===== config.mk =====
export PLATFORM = sky130hd
export DESIGN_NAME = axi_pwm_v2_0
export DESIGN_NICKNAME = d
export VERILOG_FILES = /design/src/rtl/axi_pwm_v2_0.sv
export SDC_FILE = /design/constraint.sdc
export NUM_CORES = 2
export LEC_CHECK = 0
export BUFFER_PORTS_ARGS = -buffer_cell sky130_fd_sc_hd__buf_2
export CAP_MARGIN = 40
export CORE_MARGIN = 3
export CORE_UTILIZATION = 65
export CTS_BUF_LIST = sky130_fd_sc_hd__clkbuf_8
export DETAILED_ROUTE_END_ITERATION = 12
export GPL_TIMING_DRIVEN = 0
export HOLD_SLACK_MARGIN = 0.03
export MAX_ROUTING_LAYER = met4
export PLACE_DENSITY = 0.84
export SKIP_LAST_GASP = 1
export SLEW_MARGIN = 0
export SYNTH_ARGS = -nofsm -noshare
export SYNTH_HDL_FRONTEND = slang
export SYNTH_SLANG_ARGS = --single-unit

===== constraint.sdc =====
create_clock -name s_axi_aclk -period 20.4 [get_ports s_axi_aclk]
set_input_delay 2.04 -clock s_axi_aclk [delete_from_list [all_inputs] [get_ports s_axi_aclk]]
set_output_delay 2.04 -clock s_axi_aclk [all_outputs]
set_load 0.02 [all_outputs]

===== src/rtl/axi_pwm_v2_0.sv =====
// Multi-channel PWM behind an AXI4-Lite slave. Each channel has edge/center alignment,
// output inversion, and PERIOD/DUTY shadows that reach the counter only at period boundaries.
module axi_pwm_v2_0 #(
    parameter int NUM_CHANNELS       = 6,
    parameter int CNT_WIDTH          = 16,
    parameter int C_S_AXI_ADDR_WIDTH = 32
) (
    input  logic                          s_axi_aclk,
    input  logic                          s_axi_areset,
    input  logic [C_S_AXI_ADDR_WIDTH-1:0] s_axi_awaddr,
    input  logic [2:0]                    s_axi_awprot,
    input  logic                          s_axi_awvalid,
    output logic                          s_axi_awready,
    input  logic [31:0]                   s_axi_wdata,
    input  logic [3:0]                    s_axi_wstrb,
    input  logic                          s_axi_wvalid,
    output logic                          s_axi_wready,
    output logic [1:0]                    s_axi_bresp,
    output logic                          s_axi_bvalid,
    input  logic                          s_axi_bready,
    input  logic [C_S_AXI_ADDR_WIDTH-1:0] s_axi_araddr,
    input  logic [2:0]                    s_axi_arprot,
    input  logic                          s_axi_arvalid,
    output logic                          s_axi_arready,
    output logic [31:0]                   s_axi_rdata,
    output logic [1:0]                    s_axi_rresp,
    output logic                          s_axi_rvalid,
    input  logic                          s_axi_rready,
    output logic [NUM_CHANNELS-1:0]       pwm,
    output logic [NUM_CHANNELS-1:0]       period_tick
);

    localparam logic [CNT_WIDTH-1:0] CNT_ONE = CNT_WIDTH'(1);

    logic        wr_ready_reg, bvalid_reg, ar_ready_reg, rvalid_reg;
    logic [31:0] rdata_reg, rd_mux;
    logic        wr_fire, rd_fire;
    logic [3:0]  rd_ch;
    logic [1:0]  rd_sel;

    logic [2:0]           ctrl_arr [NUM_CHANNELS];
    logic [CNT_WIDTH-1:0] p_arr    [NUM_CHANNELS];
    logic [CNT_WIDTH-1:0] d_arr    [NUM_CHANNELS];
    logic                 pend_arr [NUM_CHANNELS];

    logic unused_ok;
    assign unused_ok = ^{s_axi_awprot, s_axi_arprot,
                         s_axi_awaddr[C_S_AXI_ADDR_WIDTH-1:8], s_axi_awaddr[1:0],
                         s_axi_araddr[C_S_AXI_ADDR_WIDTH-1:8], s_axi_araddr[1:0]};

    function automatic logic [31:0] merge_bytes(input logic [31:0] old_val,
                                                input logic [31:0] new_val,
                                                input logic [3:0]  strb);
        logic [31:0] res;
        for (int b = 0; b < 4; b++)
            res[b*8 +: 8] = strb[b] ? new_val[b*8 +: 8] : old_val[b*8 +: 8];
        return res;
    endfunction

    assign wr_fire = wr_ready_reg & s_axi_awvalid & s_axi_wvalid;
    assign rd_fire = ar_ready_reg & s_axi_arvalid;
    assign rd_ch   = s_axi_araddr[7:4];
    assign rd_sel  = s_axi_araddr[3:2];

    assign s_axi_awready = wr_ready_reg;
    assign s_axi_wready  = wr_ready_reg;
    assign s_axi_bvalid  = bvalid_reg;
    assign s_axi_bresp   = 2'b00;
    assign s_axi_arready = ar_ready_reg;
    assign s_axi_rvalid  = rvalid_reg;
    assign s_axi_rdata   = rdata_reg;
    assign s_axi_rresp   = 2'b00;

    // Ready pulses are single-cycle: the self-term stops a second acceptance of the same beat.
    always_ff @(posedge s_axi_aclk or posedge s_axi_areset) begin
        if (s_axi_areset) begin
            wr_ready_reg <= 1'b0;
            bvalid_reg   <= 1'b0;
            ar_ready_reg <= 1'b0;
            rvalid_reg   <= 1'b0;
            rdata_reg    <= '0;
        end else begin
            wr_ready_reg <= s_axi_awvalid & s_axi_wvalid & ~bvalid_reg & ~wr_ready_reg;
            if (wr_fire)
                bvalid_reg <= 1'b1;
            else if (s_axi_bready)
                bvalid_reg <= 1'b0;

            ar_ready_reg <= s_axi_arvalid & ~rvalid_reg & ~ar_ready_reg;
            if (rd_fire) begin
                rvalid_reg <= 1'b1;
                rdata_reg  <= rd_mux;
            end else if (s_axi_rready) begin
                rvalid_reg <= 1'b0;
            end
        end
    end

    always_comb begin
        rd_mux = '0;
        for (int i = 0; i < NUM_CHANNELS; i++) begin
            if (rd_ch == 4'(i)) begin
                case (rd_sel)
                    2'd0:    rd_mux = {29'd0, ctrl_arr[i]};
                    2'd1:    rd_mux = 32'(p_arr[i]);
                    2'd2:    rd_mux = 32'(d_arr[i]);
                    default: rd_mux = {31'd0, pend_arr[i]};
                endcase
            end
        end
    end

    for (genvar gi = 0; gi < NUM_CHANNELS; gi++) begin : g_ch
        logic [CNT_WIDTH-1:0] cnt_reg, pa_reg, da_reg, p_reg, d_reg, cnt_next;
        logic dir_reg, dir_next, en_reg, center_reg, inv_reg, pwm_reg, tick_reg;
        logic sel, ctrl_wr, restart, boundary;

        assign sel     = wr_fire && (s_axi_awaddr[7:4] == 4'(gi));
        assign ctrl_wr = sel && (s_axi_awaddr[3:2] == 2'd0) && s_axi_wstrb[0];
        assign restart = ctrl_wr && (s_axi_wdata[1] != center_reg);

        // dir_reg=1 means counting down in center mode; boundary marks the return to 0.
        always_comb begin
            cnt_next = cnt_reg;
            dir_next = dir_reg;
            boundary = 1'b0;
            if (!center_reg) begin
                if (cnt_reg >= pa_reg) begin
                    cnt_next = '0;
                    boundary = 1'b1;
                end else begin
                    cnt_next = cnt_reg + CNT_ONE;
                end
            end else if (!dir_reg) begin
                if (cnt_reg >= pa_reg) begin
                    if (pa_reg <= CNT_ONE) begin
                        cnt_next = '0;
                        boundary = 1'b1;
                    end else begin
                        cnt_next = pa_reg - CNT_ONE;
                        dir_next = 1'b1;
                    end
                end else begin
                    cnt_next = cnt_reg + CNT_ONE;
                end
            end else begin
                if (cnt_reg <= CNT_ONE) begin
                    cnt_next = '0;
                    dir_next = 1'b0;
                    boundary = 1'b1;
                end else begin
                    cnt_next = cnt_reg - CNT_ONE;
                end
            end
        end

        always_ff @(posedge s_axi_aclk or posedge s_axi_areset) begin
            if (s_axi_areset) begin
                cnt_reg    <= '0;
                pa_reg     <= '0;
                da_reg     <= '0;
                p_reg      <= '0;
                d_reg      <= '0;
                dir_reg    <= 1'b0;
                en_reg     <= 1'b0;
                center_reg <= 1'b0;
                inv_reg    <= 1'b0;
                pwm_reg    <= 1'b0;
                tick_reg   <= 1'b0;
            end else begin
                tick_reg <= 1'b0;
                if (sel && s_axi_awaddr[3:2] == 2'd1)
                    p_reg <= CNT_WIDTH'(merge_bytes(32'(p_reg), s_axi_wdata, s_axi_wstrb));
                if (sel && s_axi_awaddr[3:2] == 2'd2)
                    d_reg <= CNT_WIDTH'(merge_bytes(32'(d_reg), s_axi_wdata, s_axi_wstrb));
                if (ctrl_wr) begin
                    en_reg     <= s_axi_wdata[0];
                    center_reg <= s_axi_wdata[1];
                    inv_reg    <= s_axi_wdata[2];
                end

                // Active values only move on a boundary, so a shadow written in the same
                // cycle lands one period later; while disabled they track the shadows.
                if (!en_reg) begin
                    cnt_reg <= '0;
                    dir_reg <= 1'b0;
                    pa_reg  <= p_reg;
                    da_reg  <= d_reg;
                end else if (restart) begin
                    cnt_reg <= '0;
                    dir_reg <= 1'b0;
                end else begin
                    cnt_reg <= cnt_next;
                    dir_reg <= dir_next;
                    if (boundary) begin
                        pa_reg   <= p_reg;
                        da_reg   <= d_reg;
                        tick_reg <= 1'b1;
                    end
                end
                pwm_reg <= (en_reg & (cnt_reg < da_reg)) ^ inv_reg;
            end
        end

        assign pwm[gi]         = pwm_reg;
        assign period_tick[gi] = tick_reg;
        assign ctrl_arr[gi]    = {inv_reg, center_reg, en_reg};
        assign p_arr[gi]       = p_reg;
        assign d_arr[gi]       = d_reg;
        assign pend_arr[gi]    = (p_reg != pa_reg) || (d_reg != da_reg);
    end

endmodule


### After elaboration in Yosys (flattened, before gate mapping)

Cells that the tools add are included.

| storage, ports and cells | value |
|---|---|
| register bits | 552 |
| input port bits | 113 |
| word-level logic and storage cells | 473 |

| operators by class | value |
|---|---|
| reduce and logical (&&, ||, !) cells | 78 |
| equality and inequality tests | 50 |
| add/subtract/negate cells | 18 |
| order comparisons | 24 |
| bitwise operators | 24 |
| muxes and demuxes | 196 |

Operator list:

| kind | number |
|---|---|
| $mux 16 | 85 |
| $pmux 16 s3 | 6 |
| $le 16x1->1 const B | 12 |
| $ne 16x16->1 | 12 |
| $sub 16x1->16 const B | 12 |
| $mux 32 | 5 |
| $mux 1 | 100 |
| $add 16x1->16 const B | 6 |
| $ge 16x16->1 | 6 |
| $lt 16x16->1 | 6 |
| $reduce_and 2->1 | 30 |
| $logic_and 1x1->1 | 36 |
| $ne 3x1->1 const B | 6 |
| $eq 4x2->1 const B | 4 |
| $eq 4x3->1 const B | 4 |
| $and 1x1->1 | 14 |
| $ne 2x1->1 const B | 6 |
| $ne 2x2->1 const B | 6 |
| $eq 4x1->1 const B | 2 |
| $logic_not 4->1 | 2 |
| $logic_or 1x1->1 | 6 |
| $ne 1x1->1 | 6 |
| $xor 1x1->1 | 6 |
| $eq 2x1->1 const B | 2 |
| other kinds (4) | 10 |

### Logic depth before layout (Yosys ltp)

| depth | value |
|---|---|
| word-level depth | 9 |
| mapped depth | 12 |
| mapped depth without buffers | 9 |

### Least setup slack after synthesis

Ideal clock, no wire load.

| timing | value |
|---|---|
| path kind | input-to-reg |
| from | in s_axi_awaddr[4] |
| to | reg g_ch[0].cnt_reg[7] |
| setup time | 126 ps |
| path slack | 15928 ps |
| stages | 9 |
| required time | 20274 ps |
| arrival | 4346 ps |
| cells stage by stage | or4b_1 -> or4_1 -> buf_2 -> nand2b_4 -> and3_1 -> and3_1 -> clkbuf_1 -> a211o_2 -> a221o_1 |

| between the ends | value |
|---|---|
| cells in the longest elaborated chain, start to end | 7 |

Ends and longest elaborated chain:

| what | line | text |
|---|---|---|
| start: declaration | 10 | `input logic [C_S_AXI_ADDR_WIDTH-1:0] s_axi_awaddr,` |
| $logic_not 4->1 | 118 | `assign sel = wr_fire && (s_axi_awaddr[7:4] == 4'(gi));` |
| $logic_and 1x1->1 | 118 |  |
| $logic_and 1x1->1 (2 in a row) | 119 | `assign ctrl_wr = sel && (s_axi_awaddr[3:2] == 2'd0) && s_axi_wstrb[0];` |
| $logic_and 1x1->1 | 120 | `assign restart = ctrl_wr && (s_axi_wdata[1] != center_reg);` |
| $mux 16 | 189 | `end else if (restart) begin` |
| $mux 16 | 184 | `if (!en_reg) begin` |
| end signal: assignment | 193 | `cnt_reg <= cnt_next;` |
| end: declaration | 114 | `logic [CNT_WIDTH-1:0] cnt_reg, pa_reg, da_reg, p_reg, d_reg, cnt_next;` |

Every way passes these cells.
A chain may end at the register's enable or synchronous reset.

### Worst setup path after layout

| timing | value |
|---|---|
| from | in s_axi_awaddr[7] |
| to | reg g_ch[5].cnt_reg[3] |

| between the ends | value |
|---|---|
| cells in the longest elaborated chain, start to end | 7 |

Ends and longest elaborated chain:

| what | line |
|---|---|
| $eq 4x3->1 | 118 |
| $logic_and 1x1->1 | 118 |
| $logic_and 1x1->1 (2 in a row) | 119 |
| $logic_and 1x1->1 | 120 |
| $mux 16 | 189 |
| $mux 16 | 184 |
| end signal: assignment | 193 |
| end: declaration | 114 |

Every way passes these cells.

==> impl_table.tex <==
\begin{tabular}{lr}
\hline
Metric & Value \\
\hline
\multicolumn{2}{l}{\textbf{Synth}} \\
Cell area after synthesis & 35200 um2 \\
Synthesized netlist cell count & 3549 \\
Post-synthesis async set-or-reset flop share & 100\% \\
Sequential cell area fraction in the yosys report & 38.1\% \\
Syn avg cell area & 9.93 um2 \\
YS warnings & 0 \\
Most instantiated flip-flop cell in the synthesis netlist & sky130\_fd\_sc\_hd\_\_dfrtp\_1 \\
Share of Yosys cell area claimed by the top area cell type & 38.1\% \\
Number of flops mapped to enable cells by yosys & 0 \\
Synthesis-stage register bit count & 536 \\
Count of different cell masters after synthesis & 83 \\
Largest cells by area after synthesis & sky130\_fd\_sc\_hd\_\_dfrtp\_1, sky130\_fd\_sc\_hd\_\_mux2\_2, sky130\_fd\_sc\_hd\_\_ha\_1 \\
Area leader, netlist & sky130\_fd\_sc\_hd\_\_dfrtp\_1 \\
\multicolumn{2}{l}{\textbf{Critical path}} \\
Worst setup EP type & register \\
R2r startpoint & s\_axi\_awready\$\_DFF\_PP0\_ \\
Reg2Reg Capture Point & g\_ch[5].cnt\_reg[3]\$\_DFF\_PP0\_ \\
Worst R2R Path Depth & 9 \\
CP Class & input port to register \\
Kind of start point of the critical path & input port \\
Crit path max fanout & 10 \\
Data arrival time of the critical path & 5.57 ns \\
Data required time at the worst endpoint & 20.94 ns \\
Worst-case register-to-register setup slack & 16.44 ns \\
\multicolumn{2}{l}{\textbf{Clock network}} \\
Count of hold-fix buffers inserted at cts & 0 \\
Clock latency at the later pin of the worst-skew pair & 0.70 ns \\
Clock tree from TritonCTS & yes \\
Maximum buffer depth of the clock tree & 3 \\
Number of buffers inserted to repair setup after CTS & 0 \\
Post-CTS Resized & 0 \\
H-Tree Depth & 3 \\
Total CTS buffers & 90 \\
Clock transition time at the flip-flop clock pins of the worst setup and hold paths & 0.06 ns \\
Clock root buffer master & sky130\_fd\_sc\_hd\_\_clkbuf\_8 \\
Sink count of the clock tree & 536 \\
\multicolumn{2}{l}{\textbf{Timing}} \\
Normalized max-slew margin & 33.1\% \\
Fin. max-slew vios & 0 \\
Worst Max-Slew Pin Slew & 0.996 ns \\
Worst setup skew after layout & 0.0265 ns \\
Maximum clock frequency & 199 MHz \\
Count of final hold-check violations & 0 \\
Final worst path period need & 5.03 ns \\
Setup repair after global routing missed its margin & no \\
Worst-case setup margin in the final layout & 15.37 ns \\
Setup violators final & 0 \\
Total negative setup slack & 0 ns \\
Final clock period utilization by the worst path & 24.7\% \\
\multicolumn{2}{l}{\textbf{Hold path}} \\
Min-Delay Startpoint & s\_axi\_rvalid\$\_DFFE\_PP0P\_ \\
Min-delay worst type & register to register \\
Hold Crit Endpoint & s\_axi\_arready\$\_DFF\_PP0\_ \\
Cell count of the worst hold path & 1 \\
\multicolumn{2}{l}{\textbf{Drt}} \\
Starting DRC count in detailed routing & 3359 \\
Remaining antenna violation count after routing & 0 \\
Via count & 29892 \\
Number of iterations in the first detailed-routing pass & 8 \\
Via count normalized by instance count & 6.63 \\
Wire length per cell after detailed routing & 23.3 um \\
Remaining design rule violation count & 0 \\
DRT Wirelength & 105000 um \\
\multicolumn{2}{l}{\textbf{Cells and area}} \\
Synthesis-to-layout area growth & 9.83\% \\
Share of layout cells above drive strength 1 & 18.6\% \\
Storage element area & 13400 um2 \\
Area of combinational cells with multiple inputs & 20100 um2 \\
Number of nets in the layout & 4070 \\
Total of fill cells in the finished design & 3701 \\
Post-layout instance count excluding filler cells & 4509 \\
\multicolumn{2}{l}{\textbf{Global routing}} \\
Vias in the first global route & 28795 \\
Total congestion overflow & 0 \\
Largest net degree at the start of global routing & 125 \\
Total GRT Usage & 37.7\% \\
Initial antenna violation count & 4 \\
Wire length of the first global-routing pass & 163000 um \\
\multicolumn{2}{l}{\textbf{Die}} \\
Die X-Extent & 239 um \\
Starting density of the core & 66.4\% \\
IO Count & 166 \\
Placement row count & 84 \\
Area of the die & 57000 um2 \\
Die height & 239 um \\
Core footprint & 53100 um2 \\
\multicolumn{2}{l}{\textbf{Flow run}} \\
Number of max-cap violations & 0 \\
\multicolumn{2}{l}{\textbf{Power and ir drop}} \\
Leakage power total & 18.6 nW \\
Tot Pwr & 2.56 mW \\
Power Dens Cells & 66.1 nW/um2 \\
IR drop worst, VDD & 0.0000545 V \\
\multicolumn{2}{l}{\textbf{Outcome}} \\
Run status & finished clean \\
\multicolumn{2}{l}{\textbf{Place}} \\
Number of port buffers & 67 \\
HPWL after detailed placement & 77000 um \\
Placer Congestion & 1.05 \\
Worst slack, placed & 14.77 ns \\
Cell count after placement & 4337 \\
\hline
\end{tabular}
-- cell families after synthesis --
logic type | after synthesis | synth area share [%]
mux | 408 | 13.3
other cells | 1 | 0.0106
simple gates | 900 | 13.1
buf+inv | 434 | 5.18
fa+ha+maj | 216 | 7.67
xor+xnor | 364 | 9.05
compound gates | 690 | 13.7
flops | 536 | 38.1
-- stage by stage --
stage / util (%) / hold WS (ns) / instance area (um2)
2_1_floorplan: - / 0.505 / 35300
3_3_place_gp: 68.8 / 0.439 / 36500
3_5_place_dp: 69.2 / 0.450 / 36700
4_1_cts: 72.9 / 0.460 / 38700
5_1_grt: 72.9 / 0.492 / 38700
6_report: 72.9 / 0.462 / 38700
-- Yosys cell counts, types with 8 or more instances --
cell                        count
sky130_fd_sc_hd__mux2_4        30
sky130_fd_sc_hd__or2_2         14
sky130_fd_sc_hd__or3_1         21
sky130_fd_sc_hd__and2_1        16
sky130_fd_sc_hd__buf_1         14
sky130_fd_sc_hd__o21ai_1        8
sky130_fd_sc_hd__clkbuf_1     146
sky130_fd_sc_hd__nand4_1       49
sky130_fd_sc_hd__o21a_1        16
sky130_fd_sc_hd__a211o_1       14
sky130_fd_sc_hd__o211ai_1      18
sky130_fd_sc_hd__and3_1        40
sky130_fd_sc_hd__nor3b_1       12
sky130_fd_sc_hd__a22oi_1       66
sky130_fd_sc_hd__nand3_1      101
sky130_fd_sc_hd__nand2b_1      32
sky130_fd_sc_hd__o22ai_1       56
sky130_fd_sc_hd__xnor2_1      220
sky130_fd_sc_hd__o221ai_1      30
sky130_fd_sc_hd__mux2_2       359
sky130_fd_sc_hd__o21ai_0      129
sky130_fd_sc_hd__nor2_1       165
sky130_fd_sc_hd__a221oi_1      36
sky130_fd_sc_hd__mux2i_1       19
sky130_fd_sc_hd__buf_4         37
sky130_fd_sc_hd__and4_1        15
sky130_fd_sc_hd__a21oi_1       94
sky130_fd_sc_hd__o2bb2ai_1      8
sky130_fd_sc_hd__nor2b_1       18
sky130_fd_sc_hd__o31ai_1       10
sky130_fd_sc_hd__dfrtp_1      536
sky130_fd_sc_hd__inv_1        227
sky130_fd_sc_hd__nand3b_1       9
sky130_fd_sc_hd__ha_1         216
sky130_fd_sc_hd__a31oi_1       19
sky130_fd_sc_hd__nor3_1       117
sky130_fd_sc_hd__nand2_1      195
sky130_fd_sc_hd__o221a_2       22
sky130_fd_sc_hd__or4_1         16
sky130_fd_sc_hd__nor4_1        63
sky130_fd_sc_hd__a211oi_1      54
sky130_fd_sc_hd__xor2_1       144
sky130_fd_sc_hd__a21o_1        46
-- layout make-up --
class,count,share of cell area (%)
Buffer,206,2.50
Inverter,228,2.23
Antenna cell,10,0.0646
Timing Repair Buffer,81,1.45
Sequential cell,536,34.7
Clock inverter,49,0.992
Tap cell,688,2.22
Multi-Input combinational cell,2598,51.9
Clock buffer,113,4.02
-- cells in the final DEF (no fill, tap or decap), drive strengths merged, types with 17 or more instances in the layout --
| cell | n |
|---|---|
| dfrtp | 536 |
| mux2 | 389 |
| clkbuf | 259 |
| inv | 252 |
| xnor2 | 220 |
| ha | 216 |
| nand2 | 195 |
| nor2 | 165 |
| xor2 | 144 |
| buf | 140 |
| o21ai | 139 |
| nor3 | 117 |
| nand3 | 101 |
| a21oi | 94 |
| a22oi | 66 |
| nor4 | 63 |
| o22ai | 56 |
| a211oi | 54 |
| nand4 | 49 |
| a21o | 46 |
| and3 | 41 |
| a221oi | 36 |
| nand2b | 33 |
| o221ai | 30 |
| o221a | 22 |
| or3 | 21 |
| conb | 20 |
| a31oi | 19 |
| mux2i | 19 |
| or4 | 19 |
| nor2b | 18 |
| o211ai | 18 |
| and2 | 17 |
-- per-layer routing --
layer  routed length [um]  global-route usage [%]  vias up
met5                    0                       -        -
met2                46300                    56.2     1717
met1                41300                    48.4    14519
li1                     -                       -    13253
met4                 5390                    15.8        0
met3                12100                    10.7      403
-- critical path, stage by stage --
cell and delay [ns]:
sky130_fd_sc_hd__buf_2 0.10, sky130_fd_sc_hd__nand4b_1 0.59, sky130_fd_sc_hd__or4_1 0.64, sky130_fd_sc_hd__clkbuf_1 0.17, sky130_fd_sc_hd__nor4b_2 0.51, sky130_fd_sc_hd__and2_1 0.30, sky130_fd_sc_hd__nand2b_1 0.13, sky130_fd_sc_hd__clkbuf_1 0.42
sky130_fd_sc_hd__clkbuf_1 0.49, sky130_fd_sc_hd__nor3_1 0.17
-- power by group --
group / switching [mW] / internal, mW
combinational: 0.258 / 0.148
sequential: 0.0275 / 1.08
clock: 0.467 / 0.576
total: 0.752 / 1.81
-- worst max path at each step --
stage                                from                              to  slack [ns]  cells past startpoint
after floorplan              s_axi_areset  g_ch[0].center_reg$_DFFE_PP0P_        3.38                      1
after global placement       s_axi_areset    g_ch[0].cnt_reg[5]$_DFF_PP0_       -2.58                      2
after detailed placement  s_axi_awaddr[7]    g_ch[5].cnt_reg[3]$_DFF_PP0_       14.77                     10
after CTS                 s_axi_awaddr[7]    g_ch[5].cnt_reg[3]$_DFF_PP0_       15.50                     10
after global routing      s_axi_awaddr[7]    g_ch[5].cnt_reg[3]$_DFF_PP0_       15.30                     10
final                     s_axi_awaddr[7]    g_ch[5].cnt_reg[3]$_DFF_PP0_       15.37                     10
Note: power is estimated with default switching activity, not from simulation.
